`src/rtl/fetch_buffer_if.sv`:
```
// fetch_buffer_if: bundles the instruction-memory port and the decode-side signals of the
// fetch stage.
//   master : the fetch_buffer side (drives imem_en/imem_addr and the *_d outputs)
//   slave  : the environment side (memory model, decode, execute redirect)
// Optional FETCH_MISALIGN_TRAP_EN adds fetch_misalign_d / misalign_addr_d.
interface fetch_buffer_if;
    logic        imem_en;
    logic [31:0] imem_addr;
    logic [31:0] imem_rdata;
    logic        stall_d;
    logic        pc_src_e;
    logic [31:0] pc_target_e;
    logic        valid_d;
    logic [31:0] instr_d;
    logic [31:0] pc_d;
    logic [31:0] pcplus4_d;
`ifdef FETCH_MISALIGN_TRAP_EN
    logic        fetch_misalign_d;
    logic [31:0] misalign_addr_d;
`endif

    modport master (
        input  imem_rdata, stall_d, pc_src_e, pc_target_e,
`ifdef FETCH_MISALIGN_TRAP_EN
        output fetch_misalign_d, misalign_addr_d,
`endif
        output imem_en, imem_addr, valid_d, instr_d, pc_d, pcplus4_d
    );

    modport slave (
        output imem_rdata, stall_d, pc_src_e, pc_target_e,
`ifdef FETCH_MISALIGN_TRAP_EN
        input  fetch_misalign_d, misalign_addr_d,
`endif
        input  imem_en, imem_addr, valid_d, instr_d, pc_d, pcplus4_d
    );
endinterface

```
`src/rtl/fetch_buffer.sv`:
```
// fetch_buffer: instruction-fetch stage. Owns the fetch PC, issues reads to a 1-cycle
// instruction memory and buffers returned words in a DEPTH-entry FIFO feeding decode.
// A redirect from execute flushes the FIFO and squashes the outstanding read.
// Ports:
//   clk    : clock, rising edge
//   reset  : synchronous, active-high
//   bus    : fetch_buffer_if.master (imem request/response, decode outputs, redirect)
// Parameters: RESET_PC (fetch address after reset), DEPTH (FIFO entries, power of two >= 2).
// Optional macro FETCH_MISALIGN_TRAP_EN: a misaligned redirect target halts fetch and raises
// fetch_misalign_d until the next redirect; without it, target bits [1:0] are forced to 00.
module fetch_buffer #(
    parameter logic [31:0] RESET_PC = 32'h0000_0000,
    parameter int unsigned DEPTH    = 2
) (
    input  logic           clk,
    input  logic           reset,
    fetch_buffer_if.master bus
);
    localparam int unsigned PTR_W = $clog2(DEPTH);
    localparam int unsigned CNT_W = PTR_W + 1;

    localparam logic [0:0] ST_RUN  = 1'b0;
    localparam logic [0:0] ST_HALT = 1'b1;

    logic [31:0]      fifo_instr [DEPTH];
    logic [31:0]      fifo_pc    [DEPTH];
    logic [PTR_W-1:0] rd_ptr;
    logic [PTR_W-1:0] wr_ptr;
    logic [CNT_W-1:0] count;
    logic             inflight;
    logic [31:0]      inflight_addr;
    logic [31:0]      pc_f;
    logic [0:0]       state;
    logic [31:0]      target;

    logic             valid;
    logic             pop;
    logic             push;
    logic             issue;
    logic [CNT_W:0]   occ_next;

`ifdef FETCH_MISALIGN_TRAP_EN
    logic             misalign;
    logic [31:0]      misalign_addr;

    assign target = bus.pc_target_e;
    assign bus.fetch_misalign_d = misalign;
    assign bus.misalign_addr_d  = misalign_addr;
`else
    assign target = bus.pc_target_e & ~32'h3;
`endif

    always_comb begin
        valid    = ~reset & (count != '0);
        pop      = valid & ~bus.stall_d;
        // A redirect this cycle squashes the returning read.
        push     = inflight & ~bus.pc_src_e;
        // Occupancy once the current response lands and the head leaves; a new read is only
        // issued if it is guaranteed a free slot when its data returns.
        occ_next = {1'b0, count} - {{CNT_W{1'b0}}, pop} + {{CNT_W{1'b0}}, inflight};
        issue    = ~reset & ~bus.pc_src_e & (state == ST_RUN)
                 & (occ_next < (CNT_W + 1)'(DEPTH));
    end

    assign bus.imem_en   = issue;
    assign bus.imem_addr = pc_f;
    assign bus.valid_d   = valid;
    assign bus.instr_d   = valid ? fifo_instr[rd_ptr] : 32'h0000_0013;
    assign bus.pc_d      = valid ? fifo_pc[rd_ptr] : 32'h0;
    assign bus.pcplus4_d = valid ? fifo_pc[rd_ptr] + 32'd4 : 32'h0;

    always_ff @(posedge clk) begin
        if (reset) begin
            rd_ptr        <= '0;
            wr_ptr        <= '0;
            count         <= '0;
            inflight      <= 1'b0;
            inflight_addr <= 32'h0;
            pc_f          <= RESET_PC;
            state         <= ST_RUN;
`ifdef FETCH_MISALIGN_TRAP_EN
            misalign      <= 1'b0;
            misalign_addr <= 32'h0;
`endif
        end else if (bus.pc_src_e) begin
            rd_ptr   <= '0;
            wr_ptr   <= '0;
            count    <= '0;
            inflight <= 1'b0;
            pc_f     <= target;
`ifdef FETCH_MISALIGN_TRAP_EN
            // Any redirect while halted is the trap vector and resumes fetching.
            if (state == ST_HALT) begin
                state    <= ST_RUN;
                misalign <= 1'b0;
            end else if (target[1:0] != 2'b00) begin
                state         <= ST_HALT;
                misalign      <= 1'b1;
                misalign_addr <= target;
            end
`endif
        end else begin
            if (push) wr_ptr <= wr_ptr + 1'b1;
            if (pop)  rd_ptr <= rd_ptr + 1'b1;
            count    <= count + CNT_W'(push) - CNT_W'(pop);
            inflight <= issue;
            if (issue) begin
                inflight_addr <= pc_f;
                pc_f          <= pc_f + 32'd4;
            end
        end
    end

    // Storage is not reset; entries are only visible through count.
    always_ff @(posedge clk) begin
        if (!reset && push) begin
            fifo_instr[wr_ptr] <= bus.imem_rdata;
            fifo_pc[wr_ptr]    <= inflight_addr;
        end
    end

    always_ff @(posedge clk) begin
        if (!reset) begin
            assert (!(push && !pop && count == CNT_W'(DEPTH)))
            else $error("fetch_buffer: push into full FIFO");
        end
    end
endmodule
```
`src/flat_wrapper.sv`:
```
// flat-port wrapper written by rule: the top's interface ports become plain ports
module fetch_buffer_flat 
#(
    parameter logic [31:0] RESET_PC = 32'h0000_0000,
    parameter int unsigned DEPTH    = 2
)
  (clk, reset, bus_imem_rdata, bus_stall_d, bus_pc_src_e, bus_pc_target_e, bus_imem_en, bus_imem_addr, bus_valid_d, bus_instr_d, bus_pc_d, bus_pcplus4_d);
  fetch_buffer_if bus_i ();
  input  logic clk;
  input  logic reset;
  input wire logic [$bits(bus_i.imem_rdata)-1:0] bus_imem_rdata;
  input wire logic [$bits(bus_i.stall_d)-1:0] bus_stall_d;
  input wire logic [$bits(bus_i.pc_src_e)-1:0] bus_pc_src_e;
  input wire logic [$bits(bus_i.pc_target_e)-1:0] bus_pc_target_e;
  output wire logic [$bits(bus_i.imem_en)-1:0] bus_imem_en;
  output wire logic [$bits(bus_i.imem_addr)-1:0] bus_imem_addr;
  output wire logic [$bits(bus_i.valid_d)-1:0] bus_valid_d;
  output wire logic [$bits(bus_i.instr_d)-1:0] bus_instr_d;
  output wire logic [$bits(bus_i.pc_d)-1:0] bus_pc_d;
  output wire logic [$bits(bus_i.pcplus4_d)-1:0] bus_pcplus4_d;
  assign bus_i.imem_rdata = bus_imem_rdata;
  assign bus_i.stall_d = bus_stall_d;
  assign bus_i.pc_src_e = bus_pc_src_e;
  assign bus_i.pc_target_e = bus_pc_target_e;
  assign bus_imem_en = bus_i.imem_en;
  assign bus_imem_addr = bus_i.imem_addr;
  assign bus_valid_d = bus_i.valid_d;
  assign bus_instr_d = bus_i.instr_d;
  assign bus_pc_d = bus_i.pc_d;
  assign bus_pcplus4_d = bus_i.pcplus4_d;
  fetch_buffer #(.RESET_PC(RESET_PC), .DEPTH(DEPTH)) u_core (.clk(clk), .reset(reset), .bus(bus_i));
endmodule
```
`config.mk`:
```
export PLATFORM = sky130hd
export DESIGN_NAME = fetch_buffer_flat
export DESIGN_NICKNAME = d
export VERILOG_FILES = /design/src/rtl/fetch_buffer_if.sv /design/src/rtl/fetch_buffer.sv /design/src/flat_wrapper.sv
export SDC_FILE = /design/constraint.sdc
export NUM_CORES = 1
export LEC_CHECK = 0
export CELL_PAD_IN_SITES_DETAIL_PLACEMENT = 1
export CELL_PAD_IN_SITES_GLOBAL_PLACEMENT = 1
export CORE_MARGIN = 2
export CORE_UTILIZATION = 39
export DETAILED_ROUTE_END_ITERATION = 6
export GPL_TIMING_DRIVEN = 0
export HOLD_SLACK_MARGIN = 0.03
export PLACE_DENSITY_LB_ADDON = 0.1
export SETUP_SLACK_MARGIN = 0.1
export SLEW_MARGIN = 20
export SYNTH_ARGS = -nofsm -noshare
export SYNTH_HDL_FRONTEND = slang
export SYNTH_SLANG_ARGS = --single-unit
```
`constraint.sdc`:
```
create_clock -name clk -period 5.7 [get_ports clk]
set_input_delay 0.57 -clock clk [delete_from_list [all_inputs] [get_ports clk]]
set_output_delay 0.57 -clock clk [all_outputs]
set_load 0.1 [all_outputs]
```
; Yosys cells after proc, flatten, opt, wreduce, memory -nomap -nowiden
; Memory sizes are Yosys's and may differ from the RTL's. A register that Yosys moved wholly into a read port is not among the register bits.
; Index checks and enable logic that the tools add are counted.
; W data, S select, Z words.
[totals]
inputBits = 68
n_memories = 2
reg_bits = 69
elab_cells = 43
rom_bits = 0
output_inout_bits = 130
latch_bits = 0
ram_bits = 128
[memory_table]
columns = name, depth, word_bits, rd, rd_clocked_by_memory_dff, wr, line
row1 = u_core.fifo_instr, 2, 32, 1, 1, 1, fetch_buffer.sv:25  ; logic [31:0] fifo_instr [DEPTH];
row2 = u_core.fifo_pc, 2, 32, 1, 1, 1, fetch_buffer.sv:26  ; logic [31:0] fifo_pc [DEPTH];
[classes]
n_mux = 11
shift = 0
n_reduce_logical = 6
order_cmp = 1
div_mod_pow = 0
eq_ne = 0
addsub = 8
bitwise_logic = 8
multipliers = 0
[op_table]
columns = operator, count
row1 = $mux W32, 5
row2 = $add A32 B3 Y32 const B, 2
row3 = $mux W1, 6
row4 = $and A1 B1 Y1, 5
row5 = $reduce_bool A2 Y1, 2
row6 = $add A3 B1 Y3, 1
row7 = $lt A3 B2 Y1 const B, 1
row8 = $not A1 Y1, 3
row9 = $sub A2 B1 Y3, 1
row10 = $add A1 B1 Y1 const B, 2
row11 = $add A2 B1 Y2, 1
row12 = $reduce_and A2 Y1, 1
row13 = $reduce_or A2 Y1, 1
row14 = $sub A2 B1 Y2, 1
row15 = $logic_and A1 B1 Y1, 1
row16 = $logic_not A1 Y1, 1

; Longest topological paths before layout
; Gate-level depths: netlist (run 1).
[depth]
ltp_word = 9
ltp_mapped = 16
mapped_depth_nobuf = 13

; Worst setup path after synthesis (run 1)
; No wires, ideal clock.
[synth_timing]
path_type = register -> output
from = register with a tool-made name
to = output bus_pcplus4_d[25]
required_ps = 5130
path_stages_with_launch = 8
setup_slack_ps = 545
path_buffers = 5
arrival_time_ps = 4585
path_cell_list = dfxtp_1 > buf_6 > buf_6 > buf_2 > buf_2 > buf_2 > a31oi_1 > o41ai_1
[synth_lines]
columns = element, line
row1 = to (decl), flat_wrapper.sv:20  ; output wire logic [$bits(bus_i.pcplus4_d)-1:0] bus_pcplus4_d;

==> impl_metrics.yaml, run 1 <==
power:
  p_per_area_nw_per_um2: 267
  total_power_mw: 3.10
  leakage_nw: 3.76
  ir_drop_uv: 198
die:
  core_area_um2: 21800
  die_w_um: 153
  die-area_um2: 23500
  ioPinCount: 198
  die_h_um: 153
  rows: 54
  start_util_pct: 39.8
synth:
  ys_seq_elements: 190
  synth_cell_types: 55
  synth-edff-count: 124
  ys.flop_type: "edfxtp_1"
  yosysWarnings: 0
  synth.top_cells.by_area: "edfxtp_1 (43%), dfxtp_1 (15%), mux2i_1 (6.4%)"
  synth_cells: 804
  async_flop_share_pct: 0
  yosys.area.top_type: "edfxtp_1"
  synth_commonest_cells: "edfxtp_1 (124), nand2_1 (105), nor2_1 (84)"
  syn_area_per_cell_um2: 10.8
  synthMostInstantiatedCell: "edfxtp_1"
  syn_area_um2: 8690
  synth-seq-area-share_pct: 58.0
  synth_top_area_share_pct: 42.8
placed_design:
  place_area_um2: 11000
  pre_cts_ws_ps: -113
  gp_congestion: 0.852
  post-dp-hpwl_mm: 19.3
  portBuffers: 187
grt:
  grt_pass1_wl_mm: 41.0
  grt_util_all_layers_pct: 22.3
  grt_max_degree: 43
  grt_pass1_vias: 7295
  antenna_found_initial: 0
  globalRoute.totalOverflow: 0
critical_path:
  worstSetupEndpointType: "output port"
  worstPathMaxFanout: 10
  reg2reg_depth: 14
  required_ps: 5130
  worstSetupPathType: "register to output port"
  cp-start-kind: "register"
  worstPathArrival_ps: 4860
timing:
  period_share_pct: 95.3
  finClkSkew_ps: 14.0
  worst_pin_slew_ps: 1060
  slew_viol_final: 0
  max_freq_ghz: 0.184
  fin_crit_ps: 5430
  relSlewSlack_pct: 29.4
  rsz0062_at_grt: "no"
  setup_viol: 0
  final-hold-violation-count: 0
  layout_setup_ws_ps: 269
clock_tree:
  postCtsHoldBufs: 0
  cts_buffers: 17
  cts_sinks: 190
  ctsResizeCount: 2
  insertion_delay_ps: 440
  cts_root_buf: "clkbuf_16"
  cts_setup_buffers: 0
  cts_buffer_depth: 2
  cts_tree: "yes"
  cts_max_level: 4
  clk_transition_reported_paths_ps: 70
routing:
  first_iter_violations: 341
  drc: 0
  ant_nets: 0
  wl_per_cell_um: 19.9
  vias: 7042
  viasPerCell: 5.37
  wirelength_mm: 26.1
  firstDrtPassIters: 5
finish:
  diodes: 0
  final.fill_count: 2364
  syn_to_final_growth_pct: 33.6
  nets: 1093
  drive_above_1_share_pct: 7.07
  multiInputGateArea_um2: 3380
  stdcell_area_um2: 11600
  regArea_um2: 5040
worst_hold_path:
  worstHoldPathCells: 0
  hp-class: "register to register"
job:
  cap_violations: 0
status:
  status: "complete, no violations"
## worst paths after layout
| check | from | to | slack, ps |
|---|---|---|---|
| setup / recovery | register | bus_pcplus4_d[26] | 270 |
| hold / removal | u_core.inflight_addr[22]$_SDFFE_PP0P_ | u_core.fifo_pc[1][22]$_DFFE_PP_ | 450 |
| setup reg to reg | u_core.count[1]$_SDFF_PP0_ | u_core.inflight_addr[21]$_SDFFE_PP0P_ | 1680 |
| hold reg to reg | u_core.inflight_addr[22]$_SDFFE_PP0P_ | u_core.fifo_pc[1][22]$_DFFE_PP_ | 450 |
## state kept, by name, summed over array words and instances, names as in the netlist, named ones only
signal and count:
u_core.wr_ptr 1, u_core.count 2, u_core.bus.imem_addr 30, u_core.inflight 1
u_core.rd_ptr 1, u_core.fifo_pc 60, u_core.inflight_addr 30, u_core.fifo_instr 64
## stage by stage
step | TNS, ps | utilization [%] | hold WS (ps) | std cells
floorplan | 0 | - | 425 | 809
global placement | -12410 | 50.1 | 433 | 1276
detailed placement | -113 | 50.5 | 442 | 1280
CTS | 0 | 53.2 | 456 | 1312
global route | 0 | 53.2 | 473 | 1312
finish | 0 | 53.2 | 450 | 1312
## cell type report
| type | count | area share, % |
|---|---|---|
| clock buffer | 19 | 3.82 |
| timing repair buffer | 191 | 16.8 |
| inverter | 13 | 0.420 |
| multi-input combinational | 554 | 29.1 |
| tap | 280 | 3.02 |
| buffer | 52 | 2.14 |
| clock inverter | 13 | 1.25 |
| sequential | 190 | 43.5 |
## routing by layer
metal  vias up  share of wire, %  GRT usage [%]
li1       3363                 -              -
met1      3431                46           29.3
met2       221                49           38.5
met3        27               4.1           3.18
met4         0               1.6           6.57
met5         -                 0              0
## critical path, cell delays in order (launching register included)
cell and delay [ps]:
dfxtp_1 430, buf_6 190, buf_6 170, buf_2 330
buf_2 400, mux2_2 260, ha_1 290, nand4b_1 130
nand2_1 340, nand2_2 160, o31a_1 320, nor3_1 160
clkdlybuf4s50_1 1220
## cell families (layout without fill, tap and decap cells)
family / count (synthesis) / after routing / synth area share (%)
compound gates: 132 / 132 / 9.27
xor+xnor: 27 / 27 / 2.72
fa+ha+maj: 6 / 6 / 0.950
buf+inv: 65 / 288 / 3.43
flops: 190 / 190 / 58.0
mux: 68 / 68 / 8.00
other cells: 1 / 6 / 0.0431
simple gates: 315 / 315 / 17.5
## layout by cell type (no fill, tap or decap), types with 5 or more instances in the layout
cell	Yosys	layout
and2_1	15	15
buf_1	7	7
xnor2_1	20	20
buf_4	7	7
a22oi_1	7	7
xor2_1	7	7
o21ai_0	12	12
mux2_2	12	12
clkbuf_1	26	27
nor4_1	11	11
and4_1	7	7
a21oi_1	63	63
o211ai_1	5	5
inv_1	13	13
dfxtp_1	66	66
o22ai_1	8	8
mux2i_1	56	56
and3_1	6	5
ha_1	5	5
nor2_1	84	83
nand4_1	18	18
clkdlybuf4s50_1	0	184
nor3_1	17	17
a31oi_1	11	11
clkbuf_16	0	17
nand2_1	105	105
nand4b_1	5	5
nand3b_1	7	7
conb_1	1	6
edfxtp_1	124	124
or3_1	6	6
buf_2	9	10
nand3_1	20	20
## where the power goes
part	switching, mW	internal (mW)	total (mW)
sequential	0.0374	1.49	1.53
combinational	0.265	0.111	0.377
clock	0.561	0.633	1.19
(Power assumes the default switching activity.)
==> run 2, diff against run 1 <==
--- a/config.mk
+++ b/config.mk
@@ -5,10 +5,11 @@
 export SDC_FILE = /design/constraint.sdc
 export NUM_CORES = 1
 export LEC_CHECK = 0
-export CELL_PAD_IN_SITES_DETAIL_PLACEMENT = 1
-export CELL_PAD_IN_SITES_GLOBAL_PLACEMENT = 1
+export CELL_PAD_IN_SITES_DETAIL_PLACEMENT = 0
+export CELL_PAD_IN_SITES_GLOBAL_PLACEMENT = 2
 export CORE_MARGIN = 2
-export CORE_UTILIZATION = 39
+export CORE_UTILIZATION = 32
+export CTS_CLUSTER_SIZE = 10
 export DETAILED_ROUTE_END_ITERATION = 6
 export GPL_TIMING_DRIVEN = 0
 export HOLD_SLACK_MARGIN = 0.03
==> run 2 against run 1 <==
  * Count of clock-buffer cells in the layout is the same
  * Sequential power hardly changed
  * Critical path depth is the same
  * Die area up 21%
  * Non-clock buffer count grew 1
  * Setup slack improved by 49 ps
  * Total power about the same
  * Via count decreased by 3.9%
  * Hold slack better by 5.2 ps
  * Critical endpoint is now bus_pcplus4_d[30]
==> impl_metrics.yaml, run 2 (synthesis gave the netlist of run 1 again) <==
timing:
  rsz0062_at_grt: "yes"
  period_share_pct: 94.4
  relSlewSlack_pct: 30.4
  fin_crit_ps: 5380
  slew_viol_final: 0
  max_freq_ghz: 0.186
  finClkSkew_ps: 13.5
  whs_ps: 455
  final-hold-violation-count: 0
  worst_pin_slew_ps: 1040
  setup_viol: 0
finish:
  nets: 1094
  syn_to_final_growth_pct: 35.0
  drive_above_1_share_pct: 7.16
  top_regs: "u_core.fifo_instr x64, u_core.fifo_pc x60"
  diodes: 0
  largest_reg_flops: 64
  layout_common_cells: "clkdlybuf4s50_1 (184), edfxtp_1 (124), nand2_1 (105)"
  final_core_util_pct: 43.8
  final_common_cell: "clkdlybuf4s50_1"
  stdcell_area_um2: 11700
  top_register: "u_core.fifo_instr"
clock_tree:
  cts_buffer_depth: 2
  cts_sinks: 190
  postCtsHoldBufs: 0
  cts_tree: "yes"
  cts_root_buf: "clkbuf_16"
  clk_transition_reported_paths_ps: 80
  cts_max_level: 4
  insertion_delay_ps: 430
  cts_buffers: 17
die:
  die_w_um: 169
  die-area_um2: 28500
  rows: 60
  core_area_um2: 26800
  start_util_pct: 32.4
  ioPinCount: 198
  die_h_um: 169
routing:
  wirelength_mm: 25.8
  drc: 0
  first_iter_violations: 363
  firstDrtPassIters: 4
  wl_per_cell_um: 18.8
  vias: 6764
  ant_nets: 0
  viasPerCell: 4.92
critical_path:
  worstPathMaxFanout: 10
  endpoint: "bus_pcplus4_d[30]"
  timing.rr.end: "u_core.inflight_addr[22]$_SDFFE_PP0P_"
  reg2reg_depth: 14
  required_ps: 5130
  cp-start-kind: "register"
  rrSetupSlack_ps: 1520
  timing.rr.start: "u_core.count[1]$_SDFF_PP0_"
  worstSetupPathType: "register to output port"
  worstSetupEndpointType: "output port"
  worstPathArrival_ps: 4810
grt:
  antenna_found_initial: 0
  grt_max_degree: 33
  globalRoute.totalOverflow: 0
  grt_util_all_layers_pct: 18.1
  grt_pass1_vias: 6739
  grt_pass1_wl_mm: 39.5
job:
  cap_violations: 0
power:
  ir_drop_uv: 178
  p_per_area_nw_per_um2: 264
  leakage_nw: 3.77
  total_power_mw: 3.10
placed_design:
  portBuffers: 187
  place_area_um2: 11100
  gp_congestion: 0.804
  post-dp-hpwl_mm: 19.4
status:
  status: "complete, no violations"
worst_hold_path:
  worstHoldPathCells: 0
  hp-class: "register to register"
[run 2: cell types whose count changed in the layout (fill, tap and decap cells not counted)]
cell,before,now
clkbuf_8,1,0
inv_8,3,5
clkinv_8,1,3
clkbuf_2,2,1
clkbuf_16,17,18
clkinv_2,1,0
clkinv_4,2,4
clkbuf_4,0,1
bufinv_16,1,0
buf_16,2,3
inv_6,4,0
[run 2: where the power goes]
| group | internal [mW] | leakage (nW) | switching [mW] |
|---|---|---|---|
| sequential | 1.49 | 1.71 | 0.0373 |
| clock | 0.614 | 0.291 | 0.581 |
| combinational | 0.113 | 1.78 | 0.265 |
| total | 2.22 | 3.77 | 0.883 |
[run 2: stage by stage]
stage                     TNS [ps]  setup WS [ps]  cells
after CTS                        0            240   1374
after global routing             0           96.6   1374
after global placement      -23390           -376   1337
after detailed placement      -340           -340   1342
final                            0            318   1374
after floorplan                  0            545    809
[run 2: how the worst min path moves through the flow]
stage                                                      from                         endpoint  slack [ps]
after detailed placement  u_core.inflight_addr[21]$_SDFFE_PP0P_  u_core.fifo_pc[0][21]$_DFFE_PP_         440
after global routing      u_core.inflight_addr[17]$_SDFFE_PP0P_  u_core.fifo_pc[1][17]$_DFFE_PP_         470
after CTS                 u_core.inflight_addr[21]$_SDFFE_PP0P_  u_core.fifo_pc[0][21]$_DFFE_PP_         460
final                     u_core.inflight_addr[21]$_SDFFE_PP0P_  u_core.fifo_pc[0][21]$_DFFE_PP_         450
after floorplan           u_core.inflight_addr[10]$_SDFFE_PP0P_  u_core.fifo_pc[0][10]$_DFFE_PP_         430
after global placement    u_core.inflight_addr[15]$_SDFFE_PP0P_  u_core.fifo_pc[0][15]$_DFFE_PP_         430
[run 2: repair_timing]
item / in CTS / in global routing
gates resized for setup: 4 / 4
buffers inserted: 0 / 0
setup endpoints to repair: 2 / 2
endpoints found under the hold margin: 0 / 0
[run 2: per-layer routing]
metal,GRT usage [%],wire length [µm]
met5,0,0
met3,3.34,1020
met4,4.50,317
met1,24.7,12400
met2,30.0,12100
[run 2: area by class of cell]
class,instances,area [µm²]
fillers,2570,15100
repair buffers,192,1980
clock inverters,13,148
multi-input cells,554,3380
plain buffers,52,249
well taps,341,427
flip-flops and latches,190,5040
clock buffers,19,454
inverters,13,48.8
[run 2: critical path, stage by stage (launching register included)]
cell,delay [ps]
dfxtp_1,380
buf_6,170
buf_6,170
buf_2,330
buf_2,400
mux2_2,270
ha_1,300
nand4b_1,120
nand2_1,340
nand4_1,270
nor4_1,270
mux2_2,380
clkdlybuf4s50_1,980
